[config.mk]
export PLATFORM = sky130hd
export DESIGN_NAME = fetch_ctrl
export DESIGN_NICKNAME = d
export VERILOG_FILES = /design/src/rtl/fetch_ctrl.sv
export SDC_FILE = /design/constraint.sdc
export NUM_CORES = 1
export LEC_CHECK = 0
export ABC_AREA = 0
export BUFFER_PORTS_ARGS = -buffer_cell sky130_fd_sc_hd__buf_2
export CORE_UTILIZATION = 50
export DETAILED_ROUTE_END_ITERATION = 8
export PLACE_DENSITY_LB_ADDON = 0.2
export SYNTH_ARGS = -nofsm -noshare
export SYNTH_HDL_FRONTEND = slang
export SYNTH_SLANG_ARGS = --single-unit
[constraint.sdc]
create_clock -name clk -period 5.4 [get_ports clk]
set_input_delay 0 -clock clk [delete_from_list [all_inputs] [get_ports clk]]
set_output_delay 0 -clock clk [all_outputs]
set_load 0.05 [all_outputs]
[src/rtl/fetch_ctrl.sv]
// Instruction-fetch sequencer: paces the PC, reads the synchronous instruction ROM,
// hands each instruction to decode on valid/ready, redirects on jumps and stops on halt.
module fetch_ctrl #(
  parameter int             D       = 12,
  parameter int             W       = 9,
  parameter int             PC_LAT  = 2,
  parameter logic [W-1:0]   HALT_OP = 9'h1FF
) (
  input  logic         clk,
  input  logic         reset,
  input  logic [D-1:0] prog_ctr,
  output logic         nextFlag,
  output logic         absjump_en,
  output logic [D-1:0] target,
  output logic [D-1:0] imem_addr,
  input  logic [W-1:0] imem_rdata,
  output logic [W-1:0] instr,
  output logic         instr_valid,
  input  logic         instr_ready,
  input  logic         jump_req,
  input  logic [D-1:0] jump_target,
  output logic         halt,
  output logic [15:0]  fetch_count
);

  localparam int            CW       = (PC_LAT > 1) ? $clog2(PC_LAT) : 1;
  localparam logic [CW-1:0] CNT_INIT = CW'(PC_LAT - 1);

  typedef enum logic [2:0] {
    WAIT_PC,
    ISSUE,
    CAPTURE,
    HOLD,
    HALTED
  } state_t;

  state_t        state_q, state_d;
  logic [CW-1:0] wait_cnt_q, wait_cnt_d;
  logic          nextflag_q, nextflag_d;
  logic          absjump_q, absjump_d;
  logic [D-1:0]  target_q, target_d;
  logic [W-1:0]  instr_q, instr_d;
  logic          instr_valid_q, instr_valid_d;
  logic          halt_q, halt_d;
  logic [15:0]   fetch_count_q, fetch_count_d;

  assign imem_addr   = prog_ctr;
  assign nextFlag    = nextflag_q;
  assign absjump_en  = absjump_q;
  assign target      = target_q;
  assign instr       = instr_q;
  assign instr_valid = instr_valid_q;
  assign halt        = halt_q;
  assign fetch_count = fetch_count_q;

  always_comb begin
    state_d       = state_q;
    wait_cnt_d    = wait_cnt_q;
    nextflag_d    = 1'b0;
    absjump_d     = 1'b0;
    target_d      = target_q;
    instr_d       = instr_q;
    instr_valid_d = instr_valid_q;
    halt_d        = halt_q;
    fetch_count_d = fetch_count_q;

    // A redirect beats everything else, including a same-cycle handshake or halt opcode.
    if (state_q != HALTED && jump_req) begin
      absjump_d     = 1'b1;
      target_d      = jump_target;
      instr_valid_d = 1'b0;
      wait_cnt_d    = CNT_INIT;
      state_d       = WAIT_PC;
    end else begin
      case (state_q)
        WAIT_PC: begin
          if (wait_cnt_q == '0) begin
            state_d = ISSUE;
          end else begin
            wait_cnt_d = wait_cnt_q - CW'(1);
          end
        end
        ISSUE: begin
          state_d = CAPTURE;
        end
        CAPTURE: begin
          if (imem_rdata == HALT_OP) begin
            halt_d  = 1'b1;
            state_d = HALTED;
          end else begin
            instr_d       = imem_rdata;
            instr_valid_d = 1'b1;
            state_d       = HOLD;
          end
        end
        HOLD: begin
          if (instr_valid_q && instr_ready) begin
            nextflag_d    = 1'b1;
            instr_valid_d = 1'b0;
            if (fetch_count_q != 16'hFFFF) begin
              fetch_count_d = fetch_count_q + 16'd1;
            end
            wait_cnt_d    = CNT_INIT;
            state_d       = WAIT_PC;
          end
        end
        HALTED: begin
          state_d = HALTED;
        end
        default: begin
          state_d = WAIT_PC;
        end
      endcase
    end
  end

  always_ff @(posedge clk) begin
    if (!reset) begin
      state_q       <= WAIT_PC;
      wait_cnt_q    <= CNT_INIT;
      nextflag_q    <= 1'b0;
      absjump_q     <= 1'b0;
      target_q      <= '0;
      instr_q       <= '0;
      instr_valid_q <= 1'b0;
      halt_q        <= 1'b0;
      fetch_count_q <= '0;
    end else begin
      state_q       <= state_d;
      wait_cnt_q    <= wait_cnt_d;
      nextflag_q    <= nextflag_d;
      absjump_q     <= absjump_d;
      target_q      <= target_d;
      instr_q       <= instr_d;
      instr_valid_q <= instr_valid_d;
      halt_q        <= halt_d;
      fetch_count_q <= fetch_count_d;
    end
  end

endmodule

==> Yosys cells after proc, flatten, opt, wreduce, memory -nomap -nowiden <==
Cells that the tools add are included.
{ "classes": {"div": 0, "order_cmp": 0, "shift": 0, "mul": 0, "muxes": 12, "n_addsub": 2, "n_eq_ne": 10, "bitwise_logic": 4, "n_reduce_logical": 13} }
{ "ops": {"columns": ["op", "n"], "rows": [
  ["$add 16x1->16 const B", 1],
  ["$ne 16x16->1 const B", 1],
  ["$pmux 3 s5", 1],
  ["$eq 9x9->1 const B", 1],
  ["$mux 3", 3],
  ["$reduce_and 3->1", 3],
  ["$eq 3x2->1 const B", 2],
  ["$mux 1", 6],
  ["$ne 2x2->1 const B", 3],
  ["$not 1->1", 4],
  ["$pmux 1 s2", 2],
  ["$reduce_and 2->1", 2],
  ["$reduce_and 4->1", 1],
  ["$reduce_bool 2->1", 2],
  ["$eq 3x1->1 const B", 1],
  ["$eq 3x3->1 const B", 1],
  ["$logic_not 3->1", 1],
  ["$ne 3x3->1 const B", 1],
  ["$reduce_or 3->1", 1],
  ["$logic_and 1x1->1", 2],
  ["$reduce_or 2->1", 1],
  ["$sub 1x1->1 const B", 1]
]} }
{ "totals": {"regBits": 45, "mem_bits_ro": 0, "mem_count": 0, "latch_bits": 0, "output_inout_bits": 53, "mem_bits_rw": 0} }

==> Logic depth before layout (Yosys ltp) <==
Gate-level depths: netlist (run 1).
{ "depth": {"depth_word": 4, "depth_mapped": 6} }

==> Worst setup path before layout (run 1) <==
OpenSTA, ideal clock, no wires.
{ "synth_path": {"path_kind": "register -> register", "start": "register fetch_count_q[0] (netlist: fetch_count[0])", "end": "register fetch_count_q[14] (netlist: fetch_count[14])", "t_arrival_ns": 2.220, "setup_slack_ns": 3.110, "path_stages_with_launch": 7, "path_buffers": 1, "required_ns": 5.329, "cell_sequence": "dfxtp_1 -> ha_1 -> nand4_1 -> or4_1 -> buf_2 -> or4_1 -> a21oi_1"} }
{ "synth_via": {"elab_chain_len": 2, "elab_cells_between_ends": 3, "cone_classes": "1 x add/sub; 1 x eq/ne; 1 x reduce/logical"} }
{ "synth_lines": {"columns": ["element", "line", "rtl"], "rows": [
  ["from (decl)", "45", "logic [15:0] fetch_count_q, fetch_count_d;"],
  ["from (signal assigned)", "137", "fetch_count_q <= fetch_count_d;"],
  ["branches (longest 2 deep; another with $add 16x1->16)", null, null]
]} }
Several ways; the timed one is not identified.
A chain may end at the register's enable or synchronous reset.

==> Final worst setup path (run 1) <==
Ends and elaborated chain as after synthesis.

==> results of run 1 <==
-- worst register-to-register path, stage by stage (launching register included) --
cell     delay [ns]
dfxtp_1        0.43
ha_1           0.25
nand4_1        0.18
or4_1          0.56
or4_1          0.45
a21oi_1        0.16
-- cell type report --
class                      instances  area share [%]
multi-input combinational        153            36.8
inverter                           4           0.589
clock inverter                     3           0.883
clock buffer                       5            2.70
tap                               48            2.36
sequential                        45            35.3
timing repair buffer              87            21.3
-- power breakdown --
| group | internal [uW] | switching (uW) | total [uW] |
|---|---|---|---|
| registers | 339 | 4.53 | 343 |
| clock network | 91.8 | 119 | 210 |
| logic | 27.7 | 44.2 | 71.9 |
-- through the flow --
stage / hold WS (ns) / cell area (um^2)
2_1_floorplan: 0.126 / 1980
3_3_place_gp: 0.000370 / 2250
3_5_place_dp: 0.000370 / 2250
4_1_cts: 0.000370 / 2550
5_1_grt: 0.0000718 / 2550
6_report: 0.0000189 / 2550
-- path summary, 6_finish.rpt --
path / end / cells after the start / start
max: fetch_count[14] / 5 / fetch_count[0]
min: imem_addr[0] / 0 / prog_ctr[0]
max reg2reg: fetch_count[14] / 5 / fetch_count[0]
min reg2reg: halt / 1 / halt
-- routing by layer --
| metal | track usage (%) | up-vias |
|---|---|---|
| met4 | 13.1 | 0 |
| met5 | 0 | - |
| met2 | 35.8 | 55 |
| met3 | 4.58 | 11 |
| met1 | 30.5 | 864 |
| li1 | - | 970 |
-- cell usage in the layout (no fill, tap or decap), types with 3 or more instances in the layout --
cell type / instances
a21oi_1: 10
nand4_1: 6
a22o_1: 12
or4_1: 4
dlygate4sd3_1: 21
clkbuf_8: 5
dfxtp_1: 45
nand3_1: 19
buf_2: 65
inv_1: 4
nor4_1: 6
mux2i_1: 5
o31ai_1: 4
o21ai_0: 16
nand2b_1: 7
nor3_1: 7
nand2_1: 24
or3_1: 3
nor2_1: 6
-- registers in the layout, summed over array words and instances (netlist names) --
| name | flops |
|---|---|
| absjump_en | 1 |
| fetch_count | 16 |
| halt | 1 |
| instr | 9 |
| instr_valid | 1 |
| nextFlag | 1 |
| state_q | 3 |
| target | 12 |
| wait_cnt_q | 1 |
-- kinds of logic after synthesis --
kind of cell / count (synthesis) / share of synthesized area (%)
compound gates: 54 / 18.3
simple gates: 93 / 25.9
fa+ha+maj: 1 / 0.630
flops: 45 / 45.4
mux: 5 / 2.52
buf+inv: 26 / 7.25
-- what timing repair did --
action	CTS	global route
hold buffers	21	0
endpoints found under the setup margin	0	0
hold endpoints to repair	21	0
==> run_results.csv, run 1 <==
group,metric,value,unit
drt,ant_nets,0,
cells_and_area,antenna_cells,0,
sta,hold_viol,0,
clock_network,cts.clk_slew.worst_paths,0.08,ns
logic_synthesis,ys_seq_elements,45,
setup_path,crit_path_end_kind,"flop",
pwr,ir_drop,0.000212,V
logic_synthesis,synth_top_area_share,45.4,%
flow_run,drv_cap,0,
global_route,grt_overflow,0,
cells_and_area,area_delta_synth_final,28.5,%
pwr,power_density,245,mW/mm^2
floorplan,start_util,53.0,%
sta,setup_ws,3.31,ns
drt,wl_met3,209,um
logic_synthesis,yosysTopAreaCell,"dfxtp_1",
placed_design,globalplace.congestion,0.874,
placed_design,port_buffers,65,
placed_design,post-place-ws,3.34,ns
cells_and_area,post-route-util,68.1,%
floorplan,die_w,65,um
logic_synthesis,async_flop_share,0,%
logic_synthesis,yosys_warnings,0,
setup_path,critPathMaxFanout,7,
cells_and_area,multiInputGateArea,940,um^2
placed_design,hpwl,2930,um
placed_design,place_inst,316,
setup_path,crit_family,"simple AND/OR/NAND/NOR gates",
logic_synthesis,synth_edf_count,0,
drt,drt_pass1_iterations,4,
logic_synthesis,ys.flop_type,"dfxtp_1",
cells_and_area,drive_gt1_share,25.9,%
floorplan,coreArea,0.00374,mm^2
floorplan,dieArea,0.00423,mm^2
sta,finalMaxSlewViolations,0,
logic_synthesis,ys_seq_area_share,45.4,%
clock_network,numCtsBuffers,5,
setup_path,path_cells,"ha_1, nand4_1, or4_1, or4_1, a21oi_1",
drt,wl_met2,2250,um
clock_network,cts_tree,"done",
setup_path,path_class,"reg2reg",
floorplan,die_h,65,um
sta,min_period_over_period,38.7,%
global_route,antenna_found_initial,0,
global_route,grt_pass1_wl,7500,um
drt,wl_per_cell,13.5,um
drt,route.detailed.drc,0,
logic_synthesis,syn_area,0.00198,mm^2
setup_path,critPathLaunchType,"flop",
cells_and_area,fin_nets,334,
clock_network,cts-resized-gates,0,
sta,maxSlewHeadroom,32.9,%
logic_synthesis,synth_common_cells,"dfxtp_1 (45), nand2_1 (24), nand3_1 (19), o21ai_0 (16)",
drt,topRoutingLayerUsed,"met4",
sta,rsz0062_at_grt,"no",
status,status,"complete, no violations",
sta,final.setup.tns,0,ns
logic_synthesis,synth.most_common_cell,"dfxtp_1",
clock_network,cts_sinks,45,
logic_synthesis,yosysUniqueCellTypes,39,
global_route,grt_max_degree,36,
drt,wl_met1,2100,um
pwr,power.leakage,0.00106,uW
floorplan,num_io_pins,90,
floorplan,rows,22,
global_route,grt_pass1_vias,1619,
min_path,min_path_type,"in2out",
sta,finClkSkew,0.00353,ns
setup_path,cp.required,5.63,ns
setup_path,cpMostUsedCell,"or4_1",
setup_path,r2r_slack,3.31,ns
pwr,total_power,626,uW
clock_network,htree_levels,2,
logic_synthesis,syn-num-nets,262,
drt,drt-vias-per-instance,5.51,
clock_network,clk_root_buffer_cell,"clkbuf_8",
sta,setup_viol,0,
clock_network,post_cts_buffers,0,
logic_synthesis,synth.avg_cell_area,8.86,um^2
cells_and_area,regArea,901,um^2
global_route,track_usage,23.4,%
drt,routed_wl,4660,um
cells_and_area,fin_cells,345,
clock_network,cts_max_path_buffers,2,
sta,worst_pin_slew,0.998,ns
sta,clock.fmax,478,MHz
logic_synthesis,syn_inst,224,
setup_path,path_buf_inv,0,
drt,vias,1900,
drt,drt_iter0_drc,130,
setup_path,cpMaxStageDelayCell,"or4_1",
clock_network,clkLatencyLatePin,0.30,ns
setup_path,arrival,2.32,ns
logic_synthesis,synth_area_leaders,"dfxtp_1 (45%), a22o_1 (5.3%), nand3_1 (4.8%)",
setup_path,slowest_delay,0.56,ns
cells_and_area,fill_cells,318,
sta,fin_crit,2.09,ns
Note: power is estimated with default switching activity, not from simulation.
==> inputs of run 2 (changes only) <==
--- a/config.mk
+++ b/config.mk
@@ -7,7 +7,7 @@
 export LEC_CHECK = 0
 export ABC_AREA = 0
 export BUFFER_PORTS_ARGS = -buffer_cell sky130_fd_sc_hd__buf_2
-export CORE_UTILIZATION = 50
+export CORE_UTILIZATION = 42
 export DETAILED_ROUTE_END_ITERATION = 8
 export PLACE_DENSITY_LB_ADDON = 0.2
 export SYNTH_ARGS = -nofsm -noshare
==> constraint.sdc (replaced) <==
create_clock -name clk -period 1.75 [get_ports clk]
set_input_delay 0 -clock clk [delete_from_list [all_inputs] [get_ports clk]]
set_output_delay 0 -clock clk [all_outputs]
set_load 0.05 [all_outputs]
==> run_results.csv, run 2 (synthesis gave the netlist of run 1 again) <==
group,metric,value,unit
sta,finClkSkew,0.0118,ns
placed_design,place_inst,343,
setup_path,r2r_start,"fetch_count[1]",
setup_path,arrival,1.99,ns
cells_and_area,antenna_cells,0,
global_route,antenna_found_initial,0,
drt,drt_pass1_iterations,7,
cells_and_area,regArea,936,um^2
min_path,min_from,"prog_ctr[9]",
clock_network,post_cts_buffers,0,
floorplan,die_h,70.7,um
placed_design,hpwl,3450,um
placed_design,port_buffers,65,
global_route,grt_overflow,0,
global_route,grt_pass1_wl,8420,um
drt,route.detailed.drc,10,
drt,ant_nets,0,
sta,finalMaxSlewViolations,0,
setup_path,crit_path_end_kind,"flop",
setup_path,path_class,"reg2reg",
drt,drt_iter0_drc,137,
cells_and_area,layout_commonest_cell,"buf_2",
setup_path,startpoint,"fetch_count[1]",
setup_path,crit_family,"simple AND/OR/NAND/NOR gates",
floorplan,dieArea,0.00500,mm^2
setup_path,cp.required,1.99,ns
drt,routed_wl,5220,um
clock_network,numCtsBuffers,5,
sta,hold_viol,0,
cells_and_area,drive_gt1_share,40.6,%
sta,clock.fmax,572,MHz
floorplan,coreArea,0.00444,mm^2
sta,whs,0.0000220,ns
sta,setup_viol,0,
global_route,grt_max_degree,21,
pwr,ir_drop,0.000498,V
cells_and_area,fill_cells,375,
floorplan,die_w,70.7,um
pwr,power_density,764,mW/mm^2
floorplan,start_util,44.7,%
status,violations,"DRC",
cells_and_area,fin_cells,372,
drt,vias,2010,
cells_and_area,area_delta_synth_final,47.0,%
cells_and_area,multiInputGateArea,0.00104,mm^2
cells_and_area,largest_register_ffs,16,
drt,wl_per_cell,14.0,um
cells_and_area,final_cell_mix,"buf_2 (65), dfxtp_1 (29), nand2_1 (24)",
global_route,grt_pass1_vias,1834,
setup_path,critPathLaunchType,"flop",
sta,worst_pin_slew,0.500,ns
cells_and_area,fin_nets,357,
sta,min_period_over_period,99.9,%
setup_path,path_buf_inv,0,
setup_path,critPathMaxFanout,7,
drt,drt-vias-per-instance,5.40,
global_route,track_usage,21.2,%
clock_network,htree_levels,2,
setup_path,path_cells,"ha_4, nand4_1, or4_4, or4_4, a21oi_2",
placed_design,globalplace.congestion,0.805,
status,status,"finished with violations",
flow_run,drv_cap,0,
sta,fin_crit,1.75,ns
setup_path,cpMaxStageDelayCell,"or4_4",
sta,rsz0062_at_grt,"yes",
floorplan,rows,24,
clock_network,clk_root_buffer_cell,"clkbuf_8",
pwr,power.leakage,0.00122,uW
setup_path,cpMostUsedCell,"or4_4",
clock_network,cts_sinks,45,
sta,maxSlewHeadroom,66.7,%
clock_network,cts_max_path_buffers,2,
clock_network,clkLatencyLatePin,0.30,ns
clock_network,cts_tree,"done",
setup_path,slowest_delay,0.49,ns
clock_network,cts.clk_slew.worst_paths,0.09,ns
floorplan,num_io_pins,90,
min_path,min_path_type,"in2out",
run 2: changes by cell type in the layout (fill, tap and decap cells not counted), moves of 3 or more:
cell     delta
buf_4      +22
nor4_1      -3
dfxtp_2    +10
dfxtp_1    -16
nor4_2      +3
dfxtp_4     +6
run 2: layout make-up:
cell class | instances | area share [%]
Inverter | 4 | 0.515
Tap cell | 52 | 2.23
Clock buffer | 5 | 2.36
Timing Repair Buffer | 110 | 25.0
Sequential cell | 45 | 32.1
Multi-Input combinational cell | 153 | 35.5
Clock inverter | 3 | 2.36
run 2: worst paths after layout:
kind | slack (ns) | cells past startpoint | end
setup / recovery | 0.0009 | 5 | fetch_count[14]
setup reg to reg | 0.0009 | 5 | fetch_count[14]
hold reg to reg | 0.47 | 1 | halt
hold / removal | 0.00002 | 0 | imem_addr[9]
run 2: worst reg2reg max path, delay by kind of cell (launching register included):
family	cells	cell delay, ns
flops	1	0.36
compound gates	1	0.14
fa+ha+maj	1	0.15
simple gates	3	1.05
run 2: where the power goes:
part,internal [uW],switching [uW]
Sequential,1040,11.1
Combinational,94.6,144
Clock,575,370
Total,1710,525
run 2: through the flow:
| stage | TNS [ns] | util [%] | area (um^2) | setup slack (ns) | power, uW |
|---|---|---|---|---|---|
| final | 0 | 65.7 | 2920 | 0.000914 | 2230 |
| after global routing | -0.0773 | 65.7 | 2920 | -0.0762 | 2310 |
| after CTS | 0 | 64.3 | 2860 | 0.00978 | 2240 |
| after global placement | 0 | 56.4 | 2500 | 0.00621 | 1270 |
| after floorplan | -0.383 | - | 2040 | -0.173 | 1270 |
| after detailed placement | -0.0231 | 56.4 | 2500 | -0.0231 | 1270 |
run 2: what timing repair did:
action / 4_1_cts / 5_1_grt
hold buffers: 21 / 0
hold endpoints to repair: 21 / 0
gates resized for setup: 3 / 12
endpoints found under the setup margin: 5 / 22
run 2: routing by layer:
| layer | vias up | routed length [um] | GRT usage [%] |
|---|---|---|---|
| met2 | 49 | 2440 | 33.4 |
| met4 | 0 | 76 | 6.22 |
| li1 | 1009 | - | - |
| met5 | - | 0 | 0 |
| met1 | 944 | 2490 | 29.1 |
| met3 | 8 | 208 | 4.70 |
